===== src/rtl/div_pkg.sv =====
// ---------------------------------------------------------------------------
// div_pkg: shared FSM state type and default width for the divider. Rev 1.0
// ---------------------------------------------------------------------------
`default_nettype none

package div_pkg;

  localparam int DIV_WIDTH = 8;

  typedef enum logic [1:0] {
    IDLE = 2'd0,
    RUN  = 2'd1,
    DONE = 2'd2
  } div_state_e;

endpackage

`default_nettype wire


===== src/rtl/div_step.sv =====
// ---------------------------------------------------------------------------
// div_step: one combinational restoring-division iteration, MSB first. Rev 1.0
// ---------------------------------------------------------------------------
`default_nettype none

module div_step
  import div_pkg::*;
#(
  parameter int WIDTH = DIV_WIDTH
) (
  input  logic [WIDTH:0]   rem_i,
  input  logic [WIDTH-1:0] dvd_i,
  input  logic [WIDTH-1:0] dvs_i,
  output logic [WIDTH:0]   rem_o,
  output logic [WIDTH-1:0] dvd_o
);

  logic [WIDTH+1:0] w_shift;
  logic [WIDTH:0]   w_diff;
  logic             w_ge;

  assign w_shift = {rem_i, dvd_i[WIDTH-1]};
  assign w_ge    = (w_shift >= {2'b00, dvs_i});
  assign w_diff  = w_shift[WIDTH:0] - {1'b0, dvs_i};

  // Quotient bits enter at the LSB as dividend bits leave at the MSB.
  assign rem_o = w_ge ? w_diff : w_shift[WIDTH:0];
  assign dvd_o = {dvd_i[WIDTH-2:0], w_ge};

endmodule

`default_nettype wire


===== src/rtl/div_seq.sv =====
// ---------------------------------------------------------------------------
// div_seq: sequential unsigned restoring divider; macro DIV_SEQ_DBZ_EN adds
// a divide-by-zero fast path and dbz output. Rev 1.0
// ---------------------------------------------------------------------------
`default_nettype none

module div_seq
  import div_pkg::*;
#(
  parameter int WIDTH = DIV_WIDTH
) (
  input  logic             clk,
  input  logic             reset,
  input  logic             activate,
  input  logic [WIDTH-1:0] b,
  input  logic [WIDTH-1:0] c,
  output logic [WIDTH-1:0] div,
  output logic [WIDTH-1:0] mod,
  output logic             busy,
`ifdef DIV_SEQ_DBZ_EN
  output logic             dbz,
`endif
  output logic             endop
);

  localparam int               CNT_W     = $clog2(WIDTH + 1);
  localparam logic [CNT_W-1:0] LAST_STEP = CNT_W'(WIDTH - 1);

  div_state_e       state_q, state_d;
  logic [WIDTH-1:0] dvs_q, dvs_d;
  logic [WIDTH-1:0] dvd_q, dvd_d;
  logic [WIDTH:0]   rem_q, rem_d;
  logic [CNT_W-1:0] cnt_q, cnt_d;
  logic [WIDTH-1:0] div_q, div_d;
  logic [WIDTH-1:0] mod_q, mod_d;
  logic             endop_q, endop_d;
  logic [WIDTH:0]   w_step_rem;
  logic [WIDTH-1:0] w_step_dvd;
`ifdef DIV_SEQ_DBZ_EN
  logic             dbz_q, dbz_d;
`endif

  div_step #(
    .WIDTH(WIDTH)
  ) u_step (
    .rem_i(rem_q),
    .dvd_i(dvd_q),
    .dvs_i(dvs_q),
    .rem_o(w_step_rem),
    .dvd_o(w_step_dvd)
  );

  always_comb begin
    state_d = state_q;
    dvs_d   = dvs_q;
    dvd_d   = dvd_q;
    rem_d   = rem_q;
    cnt_d   = cnt_q;
    div_d   = div_q;
    mod_d   = mod_q;
    endop_d = 1'b0;
`ifdef DIV_SEQ_DBZ_EN
    dbz_d   = 1'b0;
`endif
    case (state_q)
      IDLE: begin
        // The IDLE cycle carrying endop is the tail of the previous operation.
        if (activate && !endop_q) begin
          dvd_d = b;
          dvs_d = c;
          rem_d = '0;
          cnt_d = '0;
`ifdef DIV_SEQ_DBZ_EN
          state_d = (c == '0) ? DONE : RUN;
`else
          state_d = RUN;
`endif
        end
      end
      RUN: begin
        rem_d = w_step_rem;
        dvd_d = w_step_dvd;
        cnt_d = cnt_q + 1'b1;
        if (cnt_q == LAST_STEP) begin
          state_d = DONE;
        end
      end
      DONE: begin
        endop_d = 1'b1;
        state_d = IDLE;
`ifdef DIV_SEQ_DBZ_EN
        if (dvs_q == '0) begin
          div_d = '1;
          mod_d = dvd_q;
          dbz_d = 1'b1;
        end else begin
          div_d = dvd_q;
          mod_d = rem_q[WIDTH-1:0];
        end
`else
        div_d = dvd_q;
        mod_d = rem_q[WIDTH-1:0];
`endif
      end
      default: begin
        state_d = IDLE;
      end
    endcase
  end

  always_ff @(posedge clk) begin
    if (!reset) begin
      state_q <= IDLE;
      dvs_q   <= '0;
      dvd_q   <= '0;
      rem_q   <= '0;
      cnt_q   <= '0;
      div_q   <= '0;
      mod_q   <= '0;
      endop_q <= 1'b0;
`ifdef DIV_SEQ_DBZ_EN
      dbz_q   <= 1'b0;
`endif
    end else begin
      state_q <= state_d;
      dvs_q   <= dvs_d;
      dvd_q   <= dvd_d;
      rem_q   <= rem_d;
      cnt_q   <= cnt_d;
      div_q   <= div_d;
      mod_q   <= mod_d;
      endop_q <= endop_d;
`ifdef DIV_SEQ_DBZ_EN
      dbz_q   <= dbz_d;
`endif
    end
  end

  assign div   = div_q;
  assign mod   = mod_q;
  assign endop = endop_q;
  assign busy  = (state_q == RUN) || (state_q == DONE);
`ifdef DIV_SEQ_DBZ_EN
  assign dbz   = dbz_q;
`endif

endmodule

`default_nettype wire


===== config.mk =====
export PLATFORM = sky130hd
export DESIGN_NAME = div_seq
export DESIGN_NICKNAME = d
export VERILOG_FILES = /design/src/rtl/div_pkg.sv /design/src/rtl/div_step.sv /design/src/rtl/div_seq.sv
export SDC_FILE = /design/constraint.sdc
export NUM_CORES = 1
export LEC_CHECK = 0
export BUFFER_PORTS_ARGS = -buffer_cell sky130_fd_sc_hd__buf_2
export CAP_MARGIN = 40
export CORE_MARGIN = 2
export CORE_UTILIZATION = 50
export CTS_BUF_LIST = sky130_fd_sc_hd__clkbuf_2 sky130_fd_sc_hd__clkbuf_4 sky130_fd_sc_hd__clkbuf_8
export DETAILED_ROUTE_END_ITERATION = 8
export PLACE_DENSITY_LB_ADDON = 0.2
export SYNTH_ARGS = -nofsm -noshare
export SYNTH_HDL_FRONTEND = slang
export SYNTH_HIERARCHICAL = 1
export SYNTH_SLANG_ARGS = --single-unit

===== constraint.sdc =====
create_clock -name clk -period 2.4 [get_ports clk]
set_input_delay 0.36 -clock clk [delete_from_list [all_inputs] [get_ports clk]]
set_output_delay 0.36 -clock clk [all_outputs]
set_load 0.1 [all_outputs]

# After elaboration in Yosys (flattened, before gate mapping)
# Cells that the tools add are included.
# op_classes
magnitude_cmp,1
eq_ne,5
n_reduce_logical,8
n_mux,11
add_sub_neg,2
# ops
operator,n
$mux 9,2
$pmux 9 s2,1
$pmux 8 s2,1
$ge 10x8->1,1
$sub 9x8->9,1
$mux 8,1
$pmux 4 s2,1
$reduce_and 2->1,3
$add 4x1->4 const B,1
$eq 4x3->1 const B,1
$mux 2,2
$mux 4,1
$ne 2x2->1 const B,2
$pmux 2 s2,1
$eq 2x1->1 const B,1
$eq 2x2->1 const B,1
$logic_not 2->1,1
$reduce_bool 2->1,1
$logic_and 1x1->1,1
$logic_not 1->1,1
$logic_or 1x1->1,1
$mux 1,1
# totals
wordCells,35
output_inout_bits,18
inputBits,19
register_bits,48

# Longest topological paths before layout
# Gate-level depths: netlist of the first run.
# depth
word_depth,4
depth_mapped,12

# Hierarchy
# The synthesis of the first run kept the hierarchy.
# by_module_without_submodules
mod,cells_per_inst,area_each_um2,instances,seq_area_each_um2
div_seq,210,2052.0,1,960.9
div_step,83,583.1,1,0.0

# Least setup slack after synthesis of the first run
# Ideal clock, no wire load.
# synth_path
path_type,flip-flop to flip-flop
from,register dvd_q[7]
to,register rem_q[1]
path_stages_with_launch,11
required_ps,2273
synth_period_minus_slack_ps,2167
setup_time_ps,127
path_buffers,0
setup_slack_ps,233
t_arrival_ps,2040
path_cell_list,dfxtp_1 inv_1 ha_1 inv_1 fa_1 nand3_1 a21oi_1 nor4b_4 mux2_2 o211ai_1 a21boi_0
# synth_between
elab_chain_len,3
# synth_rtl
item,line_no,source
"start, declared",div_seq.sv:31,"logic [WIDTH-1:0] dvd_q, dvd_d;"
"start signal, assigned",div_seq.sv:127,dvd_q <= dvd_d;
$sub 9x8->9 or $ge 10x8->1 (tied branches),"div_step.sv:24, div_step.sv:23",
$mux 9 *,div_step.sv:27,assign rem_o = w_ge ? w_diff : w_shift[WIDTH:0];
net w_step_rem[1],div_seq.sv:37,logic [WIDTH:0] w_step_rem;
$pmux 9 s2 *,div_seq.sv:65,case (state_q)
"end signal, assigned",div_seq.sv:128,rem_q <= rem_d;
"end, declared",div_seq.sv:32,"logic [WIDTH:0] rem_q, rem_d;"
# The timed path passes the listed nets; every way through them passes the cells marked *.
# A chain may end at the register's enable or synchronous reset.

# Final worst setup path of the first run
# Same ends and word-level chain as after synthesis.

==> insert_results.sql, run 1 <==
INSERT INTO impl_metrics (metric_group, metric, value, unit) VALUES
('grt', 'first_pass_grt_wire_length', '9710', 'µm'),
('route', 'wl_per_cell', '14.0', 'µm'),
('layout', 'antenna-diode-count', '0', ''),
('die', 'io-pin-count', '37', ''),
('logic_synthesis', 'synth_area_leaders', 'sky130_fd_sc_hd__dfxtp_1 (36%), sky130_fd_sc_hd__mux2i_1 (10%), sky130_fd_sc_hd__ha_1 (6.2%), sky130_fd_sc_hd__nand2_1 (4.0%), sky130_fd_sc_hd__o211a_1 (3.8%)', ''),
('setup_path', 'worstSetupStartpointType', 'register', ''),
('run', 'maxCapViolations', '0', ''),
('logic_synthesis', 'flip_flop_and_latch_count_after_synthesis', '48', ''),
('logic_synthesis', 'synth.yosys.warnings', '6', ''),
('placed_design', 'dp_worst_setup_slack', '0.00640', 'ns'),
('clocking', 'number_of_buffers_created_by_cts', '5', ''),
('timing', 'clock_skew', '0.0112', 'ns'),
('grt', 'top_usage_layer', 'met2', ''),
('route', 'vias', '2115', ''),
('logic_synthesis', 'synthesis.nets', '326', ''),
('grt', 'use_met1', '26.8', '%'),
('logic_synthesis', 'synth_largest_area_cell', 'sky130_fd_sc_hd__dfxtp_1', ''),
('clocking', 'clk_path_buf_depth', '2', ''),
('layout', 'design.final.nets', '356', ''),
('clocking', 'cts_htree_levels', '2', ''),
('timing', 'period_share', '93.1', '%'),
('grt', 'met2_use_gr', '34.1', '%'),
('timing', 'finalHoldViolations', '0', ''),
('logic_synthesis', 'synth-seq-area-share', '36.5', '%'),
('grt', 'globalRouteMet3Util', '3.91', '%'),
('setup_path', 'timing.critical_path.required', '2.59', 'ns'),
('timing', 'worst_hold_slack', '0.287', 'ns'),
('placed_design', 'port-buffer-count', '36', ''),
('placed_design', 'half_perimeter_wire_length_after_detailed_placement', '3920', 'µm'),
('logic_synthesis', 'post_synth_edffs', '0', ''),
('grt', 'number_of_global_route_vias_before_repair', '2095', ''),
('clocking', 'clock_sinks', '48', ''),
('setup_path', 'r2r_setup_slack', '0.17', 'ns'),
('route', 'drcViolationCount', '0', ''),
('logic_synthesis', 'synthesis.instances', '293', ''),
('pwr', 'power.density', '865', 'nW/µm²'),
('timing', 'final-setup-viol-count', '0', ''),
('setup_path', 'timing.setup.critical_path_class', 'register to register', ''),
('clocking', 'clk_root_buffer_cell', 'sky130_fd_sc_hd__clkbuf_8', ''),
('timing', 'post-route-min-period', '2.23', 'ns'),
('logic_synthesis', 'postSynth.topFlopCell', 'sky130_fd_sc_hd__dfxtp_1', ''),
('timing', 'worstMarginPinSlew', '0.553', 'ns'),
('pwr', 'p_leak', '1.27', 'nW'),
('layout', 'num-fill-cells', '491', ''),
('grt', 'grt_usage', '20.2', '%'),
('setup_path', 'path_max_fanout', '6', ''),
('logic_synthesis', 'synth_cell_types', '46', ''),
('grt', 'antenna_found_initial', '0', ''),
('die', 'dieWidth', '76.6', 'µm'),
('clocking', 'tritoncts', 'done', ''),
('pwr', 'worst_ir_drop_vdd', '0.357', 'mV'),
('timing', 'setup_repair_after_global_routing_missed_its_margin', 'false', ''),
('route', 'first_pass_iters', '4', ''),
('route', 'vias_per_cell', '5.37', ''),
('die', 'initial_utilization', '51.6', '%'),
('die', 'placeableCoreArea', '5110', 'µm²'),
('timing', 'post-route-worst-setup-slack', '0.166', 'ns'),
('die', 'placementRows', '26', ''),
('timing', 'finalMaxSlewViolations', '0', ''),
('timing', 'fmax', '448', 'MHz'),
('logic_synthesis', 'syn_area', '2640', 'µm²'),
('die', 'floorplan.die_area', '5870', 'µm²'),
('grt', 'globalRouteOverflowTotal', '0', ''),
('die', 'floorplan.die.height', '76.6', 'µm'),
('setup_path', 'critPathCaptureType', 'register', ''),
('layout', 'drive_gt1_share', '20.4', '%'),
('timing', 'fin_setup_tns', '0', 'ns'),
('run_status', 'outcome', 'completed', ''),
('logic_synthesis', 'post_synth.cell_area_avg', '8.99', 'µm²'),
('route', '1st_iter_drt_viols', '106', ''),
('setup_path', 'crit_arrival', '2.42', 'ns'),
('route', 'drt-total-wl', '5510', 'µm'),
('logic_synthesis', 'post-synth-top-area-fraction', '36.5', '%'),
('logic_synthesis', 'async_reset_ff_share', '0', '%'),
('grt', 'largest_net_degree_at_the_start_of_global_routing', '25', ''),
('worst_hold_path', 'hp-class', 'input pin to register', ''),
('route', 'final_antenna_net_count', '0', ''),
('placed_design', 'place.gp.congestion', '0.837', ''),
('layout', 'area_growth_syn_to_layout', '12.6', '%'),
('clocking', 'reg_clk_slew_reported_paths', '0.09', 'ns'),
('timing', 'worst_slew_margin_rel', '62.9', '%'),
('clocking', 'clk_latency', '0.30', 'ns');
-- path summary, 6_finish.rpt --
kind            start       end  cells after the start
min reg2reg  dvs_q[7]  dvs_q[7]                      2
max reg2reg  dvd_q[7]  rem_q[1]                     11
min              c[1]  dvs_q[1]                      3
max          dvd_q[7]  rem_q[1]                     11
-- critical path, cell delays in order, from the launching register on --
cell                       delay [ns]
sky130_fd_sc_hd__dfxtp_1         0.33
sky130_fd_sc_hd__inv_1           0.08
sky130_fd_sc_hd__ha_1            0.15
sky130_fd_sc_hd__inv_1           0.05
sky130_fd_sc_hd__fa_2            0.36
sky130_fd_sc_hd__nand3_2         0.11
sky130_fd_sc_hd__a21oi_2         0.08
sky130_fd_sc_hd__nor4b_4         0.27
sky130_fd_sc_hd__buf_6           0.16
sky130_fd_sc_hd__mux2_2          0.32
sky130_fd_sc_hd__o211ai_1        0.09
sky130_fd_sc_hd__a21boi_0        0.11
-- metrics by stage --
stage / utilization (%) / instance area, µm² / total power [mW] / cells
global route: 58.1 / 2970 / 2.74 / 394
finish: 58.1 / 2970 / 2.57 / 394
floorplan: - / 2640 / 1.76 / 293
global placement: 54.9 / 2800 / 1.86 / 383
CTS: 57.8 / 2950 / 2.56 / 394
detailed placement: 54.9 / 2800 / 1.87 / 383
-- Yosys cell counts, drive strengths merged, types with 3 or more instances --
library cell  number
a21boi            12
a21oi             17
buf               21
clkbuf             4
dfxtp             48
ha                13
inv               15
mux2i             27
nand2             28
nand2b             4
nand3             15
nand3b             3
nor2              18
nor2b              5
o211a             10
o211ai            11
o21ai             14
o31ai              3
-- power breakdown --
| group | leakage (nW) | switching [mW] | internal, mW | total (mW) |
|---|---|---|---|---|
| clock | 0.0614 | 0.280 | 0.341 | 0.621 |
| combinational | 0.821 | 0.593 | 0.433 | 1.03 |
| sequential | 0.391 | 0.0535 | 0.867 | 0.920 |
| total | 1.27 | 0.926 | 1.64 | 2.57 |
-- timing repair --
item | in CTS | in global routing
gates resized for setup | 1 | 5
hold buffers | 0 | 0
setup buffers | 3 | 0
setup endpoints to repair | 1 | 8
-- state kept, by name, summed over array words and instances, names as in the netlist --
register,cells
dvs_q,8
dvd_q,8
mod,8
div,8
rem_q,9
endop,1
state_q,2
cnt_q,4
-- kinds of logic after synthesis --
| logic type | share of synthesized area [%] |
|---|---|
| AND/OR/NAND/NOR | 15.8 |
| AO/OA/AOI/OAI | 20.6 |
| flip-flops | 36.5 |
| buffers and inverters | 8.59 |
| multiplexers | 10.7 |
| adder cells (fa/ha/maj) | 6.93 |
| XOR/XNOR | 0.997 |
-- layer usage --
layer,part of all wire [%],vias up
met5,0,-
met4,1.1,0
met3,3.3,6
met2,47,32
met1,49,998
li1,-,1079
-- cell usage in the layout, fill, tap and decap left out, drive strengths merged --
master | Yosys | routed
bufinv | 0 | 1
and2 | 1 | 1
o221ai | 1 | 1
nor2b | 5 | 5
a21oi | 17 | 17
dfxtp | 48 | 48
clkinv | 1 | 2
nand3b | 3 | 3
a31oi | 1 | 1
inv | 15 | 15
a22oi | 1 | 1
nor4b | 1 | 1
clkbuf | 4 | 6
a2111o | 1 | 1
nand2b | 4 | 4
xnor2 | 1 | 1
and2b | 1 | 1
o31ai | 3 | 3
fa | 1 | 1
o21bai | 1 | 1
ha | 13 | 13
o211a | 10 | 10
a41oi | 1 | 1
xor2 | 2 | 2
nor2 | 18 | 18
a21boi | 12 | 12
nor3b | 1 | 1
mux2 | 1 | 1
o21ai | 14 | 14
nor3 | 1 | 1
o21a | 1 | 1
nand4b | 2 | 2
nand4 | 2 | 2
mux2i | 27 | 27
nand3 | 15 | 15
o211ai | 11 | 11
nand2 | 28 | 28
and3b | 1 | 1
buf | 21 | 48
a211o | 2 | 2
-- layout make-up --
cell class / instances / area (µm²) / area share (%)
clock buffers: 6 / 82.6 / 2.78
clock inverters: 2 / 38.8 / 1.31
inverters: 16 / 60.1 / 2.02
multi-input cells: 204 / 1460 / 49.3
flip-flops and latches: 48 / 961 / 32.4
well taps: 70 / 87.6 / 2.95
repair buffers: 48 / 274 / 9.24
Note: power is estimated with default switching activity, not from simulation.
==> run 2, diff against run 1 <==
CORE_MARGIN = 5   (was 2)
==> run 2 against run 1 <==
Worst setup slack got worse by 0.043 ns. Hold slack improved by 0.014 ns. Register-to-register slack got worse by 0.04 ns. Fmax fell by 1.9%. Clock power fell by 26%. Utilization fell by 0.86 points. Critical endpoint unchanged.
==> insert_results.sql, run 2 (same netlist as run 1, synthesis figures left out) <==
INSERT INTO impl_metrics (metric_group, metric, value, unit) VALUES
('route', 'vias_per_cell', '5.42', ''),
('setup_path', 'crit_path_end', 'rem_q[1]', ''),
('timing', 'final-setup-viol-count', '0', ''),
('clocking', 'tritoncts', 'done', ''),
('layout', 'final_core_utilization', '57.2', '%'),
('timing', 'finalHoldViolations', '0', ''),
('layout', 'mostFrequentLayoutCell', 'sky130_fd_sc_hd__dfxtp_1', ''),
('clocking', 'clk_path_buf_depth', '2', ''),
('pwr', 'power.share.combinational', '43.0', '%'),
('setup_path', 'timing.critical_path.required', '2.57', 'ns'),
('setup_path', 'startpoint', 'dvd_q[7]', ''),
('pwr', 'fin_total_pwr', '2.42', 'mW'),
('pwr', 'power.internal', '1.51', 'mW'),
('clocking', 'clock_sinks', '48', ''),
('route', 'drcViolationCount', '0', ''),
('clocking', 'cts_htree_levels', '2', ''),
('layout', 'number_of_flip_flops_in_the_largest_register', '9', ''),
('pwr', 'power_frac_seq', '38.1', '%'),
('timing', 'period_share', '94.9', '%'),
('timing', 'post-route-min-period', '2.28', 'ns'),
('pwr', 'p_leak', '1.26', 'nW'),
('layout', 'area_growth_syn_to_layout', '10.9', '%'),
('grt', 'globalRouteOverflowTotal', '0', ''),
('setup_path', 'regToRegStartpoint', 'dvd_q[7]', ''),
('pwr', 'power.density', '829', 'nW/µm²'),
('route', 'final_antenna_net_count', '0', ''),
('placed_design', 'port-buffer-count', '36', ''),
('pwr', 'power_switching_share', '37.5', '%'),
('worst_hold_path', 'hp-class', 'input pin to register', ''),
('placed_design', 'half_perimeter_wire_length_after_detailed_placement', '4080', 'µm'),
('die', 'dieWidth', '82.6', 'µm'),
('setup_path', 'crit_arrival', '2.45', 'ns'),
('layout', 'post-route-cell-area', '2920', 'µm²'),
('setup_path', 'path_max_fanout', '4', ''),
('die', 'floorplan.die_area', '6820', 'µm²'),
('setup_path', 'worstSetupStartpointType', 'register', ''),
('placed_design', 'place.gp.congestion', '0.848', ''),
('run_status', 'outcome', 'completed', ''),
('pwr', 'total_switching_power', '0.907', 'mW'),
('setup_path', 'r2r_setup_slack', '0.12', 'ns'),
('setup_path', 'reg2regPathDepth', '11', ''),
('run', 'maxCapViolations', '0', ''),
('setup_path', 'timing.setup.critical_path_class', 'register to register', ''),
('route', 'drt-total-wl', '5780', 'µm'),
('timing', 'worstMarginPinSlew', '0.540', 'ns'),
('die', 'floorplan.die.height', '82.6', 'µm'),
('timing', 'clock_skew', '0.00609', 'ns'),
('route', 'vias', '2134', ''),
('clocking', 'reg_clk_slew_reported_paths', '0.08', 'ns'),
('clocking', 'clk_root_buffer_cell', 'sky130_fd_sc_hd__clkbuf_8', ''),
('timing', 'fin_setup_tns', '0', 'ns'),
('grt', 'first_pass_grt_wire_length', '9750', 'µm'),
('die', 'placeableCoreArea', '5110', 'µm²'),
('route', 'wl_per_cell', '14.7', 'µm'),
('route', 'first_pass_iters', '4', ''),
('die', 'initial_utilization', '51.6', '%'),
('layout', 'layout_common_cells', 'sky130_fd_sc_hd__dfxtp_1 (48), sky130_fd_sc_hd__buf_2 (36), sky130_fd_sc_hd__nand2_1 (28)', ''),
('timing', 'worst_slew_margin_rel', '63.8', '%'),
('timing', 'fmax', '439', 'MHz'),
('layout', 'drive_gt1_share', '19.8', '%'),
('setup_path', 'critPathCaptureType', 'register', ''),
('layout', 'antenna-diode-count', '0', ''),
('route', '1st_iter_drt_viols', '107', ''),
('pwr', 'share_clk_of_total_power', '18.9', '%'),
('timing', 'finalMaxSlewViolations', '0', ''),
('die', 'io-pin-count', '37', ''),
('pwr', 'worst_ir_drop_vdd', '0.401', 'mV'),
('grt', 'antenna_found_initial', '0', ''),
('layout', 'design.final.nets', '357', ''),
('placed_design', 'place_area', '2810', 'µm²'),
('die', 'placementRows', '26', ''),
('grt', 'number_of_global_route_vias_before_repair', '2109', ''),
('layout', 'register_with_the_most_flip_flops', 'rem_q', ''),
('grt', 'largest_net_degree_at_the_start_of_global_routing', '25', ''),
('clocking', 'clk_latency', '0.29', 'ns'),
('setup_path', 'rr_endpoint', 'rem_q[1]', ''),
('grt', 'grt_usage', '18.3', '%'),
('clocking', 'number_of_buffers_created_by_cts', '5', '');
-- run 2: how the worst min path moves through the flow --
stage / slack, ns / depth (start not counted) / end / startpoint
floorplan: 0.44 / 2 / dvs_q[1] / dvs_q[1]
global placement: 0.44 / 2 / dvs_q[7] / dvs_q[7]
detailed placement: 0.45 / 2 / dvs_q[2] / dvs_q[2]
CTS: 0.29 / 3 / dvs_q[5] / c[5]
global route: 0.29 / 3 / dvs_q[2] / c[2]
finish: 0.30 / 3 / dvs_q[5] / c[5]
-- run 2: cell type report --
cell class,instances,area (µm²)
timing repair buffer,49,278
fill,522,2180
tap,70,87.6
sequential,48,961
clock buffer,6,76.3
multi-input combinational,204,1460
clock inverter,1,5.00
inverter,16,60.1
-- run 2: critical path: stages (launching register included) --
cell and delay (ns):
sky130_fd_sc_hd__dfxtp_1 0.34, sky130_fd_sc_hd__inv_1 0.08, sky130_fd_sc_hd__ha_1 0.16, sky130_fd_sc_hd__inv_1 0.06
sky130_fd_sc_hd__fa_2 0.37, sky130_fd_sc_hd__nand3_2 0.11, sky130_fd_sc_hd__a21oi_1 0.12, sky130_fd_sc_hd__nor4b_4 0.25
sky130_fd_sc_hd__buf_4 0.18, sky130_fd_sc_hd__mux2_2 0.33, sky130_fd_sc_hd__o211ai_1 0.08, sky130_fd_sc_hd__a21boi_0 0.10
-- run 2: repair_timing --
action,4_1_cts,5_1_grt
hold buffers,0,0
pin swaps,0,1
setup endpoints to repair,1,9
resized for setup,0,7
setup buffers,3,0
-- run 2: power groups by stage --
stage,logic (mW),registers (mW),clock network [mW]
2_1_floorplan,0.791,0.972,0
3_3_place_gp,0.940,0.938,0
3_5_place_dp,0.951,0.940,0
4_1_cts,1.01,0.922,0.479
5_1_grt,1.14,0.933,0.520
6_report,1.04,0.922,0.459
-- run 2: through the flow --
step,instances,worst slack [ns],hold WS [ns]
floorplan,293,0.233,0.435
global placement,384,0.108,0.443
detailed placement,384,0.0276,0.451
CTS,394,0.0272,0.293
global route,394,-0.0159,0.289
finish,394,0.122,0.301
-- run 2: layer usage --
| layer | up-vias | GRT usage, % | wire length (µm) |
|---|---|---|---|
| met4 | 0 | 5.72 | 99 |
| met1 | 1005 | 23.4 | 2720 |
| li1 | 1087 | - | - |
| met2 | 35 | 30.7 | 2750 |
| met5 | - | 0 | 0 |
| met3 | 7 | 4.01 | 207 |
